===== config.mk =====
export PLATFORM = sky130hd
export DESIGN_NAME = vreg_operand_fetch
export DESIGN_NICKNAME = d
export VERILOG_FILES = /design/src/rtl/vreg_operand_fetch.sv
export SDC_FILE = /design/constraint.sdc
export NUM_CORES = 1
export LEC_CHECK = 0
export BUFFER_PORTS_ARGS = -buffer_cell sky130_fd_sc_hd__buf_2
export CORE_AREA = 2 2 416 418
export DETAILED_ROUTE_END_ITERATION = 7
export DIE_AREA = 0 0 418 420
export GPL_TIMING_DRIVEN = 0
export PLACE_DENSITY = 0.41
export SLEW_MARGIN = 20
export SYNTH_ARGS = -nofsm -noshare
export SYNTH_HDL_FRONTEND = slang
export SYNTH_SLANG_ARGS = --single-unit

===== constraint.sdc =====
create_clock -name CLK_DC -period 4.31 [get_ports CLK_DC]
set_input_delay 0.862 -clock CLK_DC [delete_from_list [all_inputs] [get_ports CLK_DC]]
set_output_delay 0.862 -clock CLK_DC [all_outputs]
set_load 0.02 [all_outputs]

===== src/rtl/vreg_operand_fetch.sv =====
// Decode-stage operand fetch for the 4-entry, 256-bit vector register file.
// Drives RF read addresses, captures operands a cycle later, and stalls on RAW/WAW via a busy scoreboard.
module vreg_operand_fetch (
  input  logic         RST,
  input  logic         CLK_DC,
  input  logic         IN_VALID,
  output logic         IN_READY,
  input  logic [4:0]   IN_RS1,
  input  logic [4:0]   IN_RS2,
  input  logic [4:0]   IN_RD,
  input  logic         IN_USE_RS1,
  input  logic         IN_USE_RS2,
  input  logic         IN_WRITES_RD,
  output logic [4:0]   A1,
  output logic [4:0]   A2,
  input  logic [255:0] RD1,
  input  logic [255:0] RD2,
  output logic         OUT_VALID,
  input  logic         OUT_READY,
  output logic [255:0] OUT_OP1,
  output logic [255:0] OUT_OP2,
  output logic [4:0]   OUT_RD,
  output logic         OUT_WE,
  input  logic         RETIRE_VALID,
  input  logic [4:0]   RETIRE_ADDR,
  output logic [3:0]   BUSY_MASK
);

  // IDLE: accept when hazard-free | ADDR: RF samples A1/A2 | DATA: capture RD1/RD2 | HOLD: present bundle
  typedef enum logic [1:0] {S_IDLE, S_ADDR, S_DATA, S_HOLD} state_e;

  state_e       state_q;
  logic [3:0]   busy_q, busy_d;
  logic [4:0]   a1_q, a2_q, rd_q, out_rd_q;
  logic         use1_q, use2_q, we_q;
  logic         out_we_q, out_valid_q;
  logic [255:0] op1_q, op2_q;
  logic         hazard, accept;
  logic         unused_retire_hi;

  assign hazard = (IN_USE_RS1   & busy_q[IN_RS1[1:0]]) |
                  (IN_USE_RS2   & busy_q[IN_RS2[1:0]]) |
                  (IN_WRITES_RD & busy_q[IN_RD[1:0]]);

  assign IN_READY = (state_q == S_IDLE) & ~hazard;
  assign accept   = IN_VALID & IN_READY;

  // Set is applied after clear so a same-index set wins.
  always_comb begin
    busy_d = busy_q;
    if (RETIRE_VALID) busy_d[RETIRE_ADDR[1:0]] = 1'b0;
    if (accept & IN_WRITES_RD) busy_d[IN_RD[1:0]] = 1'b1;
  end

  assign unused_retire_hi = ^RETIRE_ADDR[4:2];

  always_ff @(posedge CLK_DC or negedge RST) begin
    if (!RST) begin
      state_q     <= S_IDLE;
      busy_q      <= '0;
      a1_q        <= '0;
      a2_q        <= '0;
      rd_q        <= '0;
      use1_q      <= 1'b0;
      use2_q      <= 1'b0;
      we_q        <= 1'b0;
      out_rd_q    <= '0;
      out_we_q    <= 1'b0;
      out_valid_q <= 1'b0;
      op1_q       <= '0;
      op2_q       <= '0;
    end else begin
      busy_q <= busy_d;
      case (state_q)
        S_IDLE: begin
          if (accept) begin
            a1_q    <= IN_RS1;
            a2_q    <= IN_RS2;
            rd_q    <= IN_RD;
            use1_q  <= IN_USE_RS1;
            use2_q  <= IN_USE_RS2;
            we_q    <= IN_WRITES_RD;
            state_q <= S_ADDR;
          end
        end
        S_ADDR: state_q <= S_DATA;
        S_DATA: begin
          op1_q       <= use1_q ? RD1 : '0;
          op2_q       <= use2_q ? RD2 : '0;
          out_rd_q    <= rd_q;
          out_we_q    <= we_q;
          out_valid_q <= 1'b1;
          state_q     <= S_HOLD;
        end
        S_HOLD: begin
          if (OUT_READY) begin
            out_valid_q <= 1'b0;
            state_q     <= S_IDLE;
          end
        end
        default: state_q <= S_IDLE;
      endcase
    end
  end

  assign A1        = a1_q;
  assign A2        = a2_q;
  assign OUT_VALID = out_valid_q;
  assign OUT_OP1   = op1_q;
  assign OUT_OP2   = op2_q;
  assign OUT_RD    = out_rd_q;
  assign OUT_WE    = out_we_q;
  assign BUSY_MASK = busy_q;

endmodule


==> implementation parameters <==
Parameter                              Value

Synthesis
  Post-synthesis cell count    2,331
  Mean area per synthesized cell    9.48 sq um
  Yosys warns    0
  Share of synthesized registers carrying an async set or reset    100%
  Number of unique standard cell types used by synthesis    33
  Dominant cells by area after synthesis    dfrtp_1, o21ai_0, nand3_1
  Biggest area consumer among synthesized cells    dfrtp_1
  Post-Synthesis Net Count    2,875
  Number of synthesized flops with an enable pin    0
  Portion of the post-synthesis area used by sequential elements    61.5%
  Area of the mapped netlist    22,100 sq um
  Share of the synthesized area in the top cell type    61.5%
  Flip-flop and latch count after synthesis    543
  Dominant synthesized flop cell    dfrtp_1

Floorplan
  Floorplan die area    176,000 sq um
  Core Footprint    171,000 sq um
  Die Span X    418 microns
  Vertical die dimension    420 microns
  Num rows    152
  Initial standard-cell utilization of the core    12.9%
  Number of I/O pins    1,074

Power
  Sw Pwr    11.9 mW
  Comb pwr share    44.0%
  Part of the power in registers    31.1%
  Worst-case vdd ir drop    0.000295 V
  Switching share of total power    47.2%
  Power consumption    25.2 mW
  P_int    13.3 mW
  Leakage power figure    16.1 nW
  Pwr/cell area    767 nW/um^2
  Power share of the clock group    24.9%

Drt
  Number of iterations in the first detailed-routing pass    5
  Drt initial violations    1,624
  Top routing layer in use    met5
  Wire length on met1    60.2 mm
  WL met2    69.8 mm
  Met3 routed wirelength    9.65 mm
  Count of antenna-violating nets left after detailed routing    0
  DRC violation count after routing    0
  Aggregate routed wire length    144 mm
  Routed len/inst    24.9 microns
  Vias per cell    3.72
  Total vias in the final route    21,544

Setup path
  Most used cell, CP    buf_2
  Longest individual stage delay on the worst path    520 ps
  Crit path arrival time    4340 ps
  Biggest fanout along the worst timing path    10
  Crit-path slowest cell    buf_2
  Sort of element at the end of the critical path    flip-flop
  Category of the most critical setup path    reg -> reg
  Cells along the critical path    inv_1, ha_1, clkbuf_1, buf_2, buf_2, buf_2, buf_1, nand3_1, o21ai_0
  Data required time of the critical path    4890 ps
  Type of element launching the critical path    flip-flop

Place
  Total placed cells including tap cells    5,640
  Detailed-placement wirelength estimate    119 mm
  Port Buf Inserts    1,069
  Placer Congestion    0.918

Clocking
  TritonCTS clock tree    built
  Number of buffers created by CTS    75
  Clock network latency to the later pin of the worst-skew pair    680 ps
  Maximum clock path buffer count    3
  Count of buffers added by post-CTS timing repair for setup    0
  H-tree lvl count    3
  Root buffer selected by CTS    clkbuf_16
  Clock transition at the register clock pins on the worst setup and hold paths after CTS    60 ps
  Cts hold-fix bufs    0
  CTS Sinks    543

Min path
  Worst Hold Class    in -> async

STA
  Final count of negative-setup-slack endpoints    0
  Clock skew    25.9 ps
  Relative slew slack    30.9%
  RSZ-0062 raised after global routing    no
  Share of the cycle needed by the critical path after routing    87.3%
  Hold violation total from the final report    0
  Hold Slack    119 ps
  Min cycle time layout    3760 ps
  Actual slew at the worst max-slew pin    1040 ps
  Final Max Slew Viols    0
  Maximum achievable frequency    0.266 GHz

Run
  Number of max-cap violations    0

Cells and area
  Commonest non-fill, non-tap cell in the layout    buf_2
  Filler-free cell count of the finished design    5,788
  Most frequent cells in the layout    buf_2, dfrtp_1, inv_1
  Fraction of layout cells with a size suffix above 1    36.1%
  Synthesis-to-layout area growth    48.8%
  Post-layout utilization of the core    19.2%
  Net count, final    4,027

Status
  Status    finished clean

GRT
  Vias in the first global route    21,397
  Gr usage total    15.8%
  Number of antenna violations at the first check in global routing    63
  Pin count of the biggest net entering global routing    88
  Global-route wire length before repair    189 mm
  GR Overflow Total    0
path summary, 6_finish.rpt:
| check | startpoint | end | slack, ps | depth (start not counted) |
|---|---|---|---|---|
| worst max-delay path | state_q[0]$_DFFE_PN0P_ | OUT_OP2[14]$_DFFE_PN0P_ | 550 | 9 |
| worst min-delay path | RST | OUT_OP2[228]$_DFFE_PN0P_ | 120 | 1 |
| worst max register to register | state_q[0]$_DFFE_PN0P_ | OUT_OP2[14]$_DFFE_PN0P_ | 550 | 9 |
| worst min register to register | rd_q[0]$_DFFE_PN0P_ | rd_q[0]$_DFFE_PN0P_ | 510 | 1 |
| max in group asynchronous | RST | OUT_OP1[108]$_DFFE_PN0P_ | 2240 | 5 |
| min in group CLK_DC | RD2[247] | OUT_OP2[247]$_DFFE_PN0P_ | 380 | 3 |
metrics by stage:
step           area, sq um  setup slack [ps]  TNS (ps)
2_1_floorplan        22100              1780         0
3_3_place_gp         30200            -11020  -5858440
3_5_place_dp         30500              7.17         0
4_1_cts              32800               128         0
5_1_grt              32800              57.6         0
6_report             32900               549         0
registers in the layout, indices dropped and copies added, names as in the netlist, 2 cells and up:
| register | count |
|---|---|
| A1 | 5 |
| A2 | 5 |
| BUSY_MASK | 4 |
| OUT_OP1 | 256 |
| OUT_OP2 | 256 |
| OUT_RD | 5 |
| rd_q | 5 |
| state_q | 2 |
routing by layer:
metal | vias to the layer above | GRT usage [%]
met2 | 772 | 26.3
li1 | 9843 | -
met5 | - | 0
met3 | 202 | 3.97
met1 | 10687 | 19.9
met4 | 40 | 5.02
cell usage after synthesis (4+ instances only):
cell and number:
buf_1 5, inv_1 517, mux2_4 16, dfrtp_1 543, o21ai_0 514, nand2_1 24
clkbuf_1 117, nand2b_1 4, mux2_2 8, ha_1 4, nand3_1 493, mux2i_1 4
nor2_1 5, buf_2 48
area by class of cell:
| type | count | area [sq um] |
|---|---|---|
| multi-input cells | 1098 | 5840 |
| clock buffers | 107 | 2140 |
| repair buffers | 1076 | 5550 |
| well taps | 2233 | 2790 |
| diodes | 20 | 50.0 |
| plain buffers | 172 | 741 |
| fillers | 19272 | 138000 |
| flip-flops and latches | 543 | 13600 |
| inverters | 517 | 1940 |
| clock inverters | 22 | 238 |
power by group through the flow:
| stage | registers [mW] | logic (mW) | clock network, mW |
|---|---|---|---|
| after floorplan | 9.79 | 3.62 | 0 |
| after global placement | 7.88 | 11.4 | 0 |
| after detailed placement | 7.89 | 11.4 | 0 |
| after CTS | 7.83 | 11.4 | 6.49 |
| after global routing | 8.04 | 12.0 | 6.67 |
| final | 7.84 | 11.1 | 6.28 |
logic make-up after synthesis:
family | share of synthesized area, %
buf+inv | 12.1
fa+ha+maj | 0.226
flops | 61.5
mux | 1.80
compound gates | 12.3
simple gates | 12.1
critical path, delay by kind of cell, from the launching register on:
family	cells	cell delay (ps)
compound gates	1	200
fa+ha+maj	1	170
buf+inv	6	2520
flops	1	380
simple gates	1	360
timing repair:
item                       4_1_cts  5_1_grt
resized for setup                0        1
setup endpoints to repair        2        1
hold endpoints to repair         0        0
No activity file was read; power rests on OpenSTA's default activity.
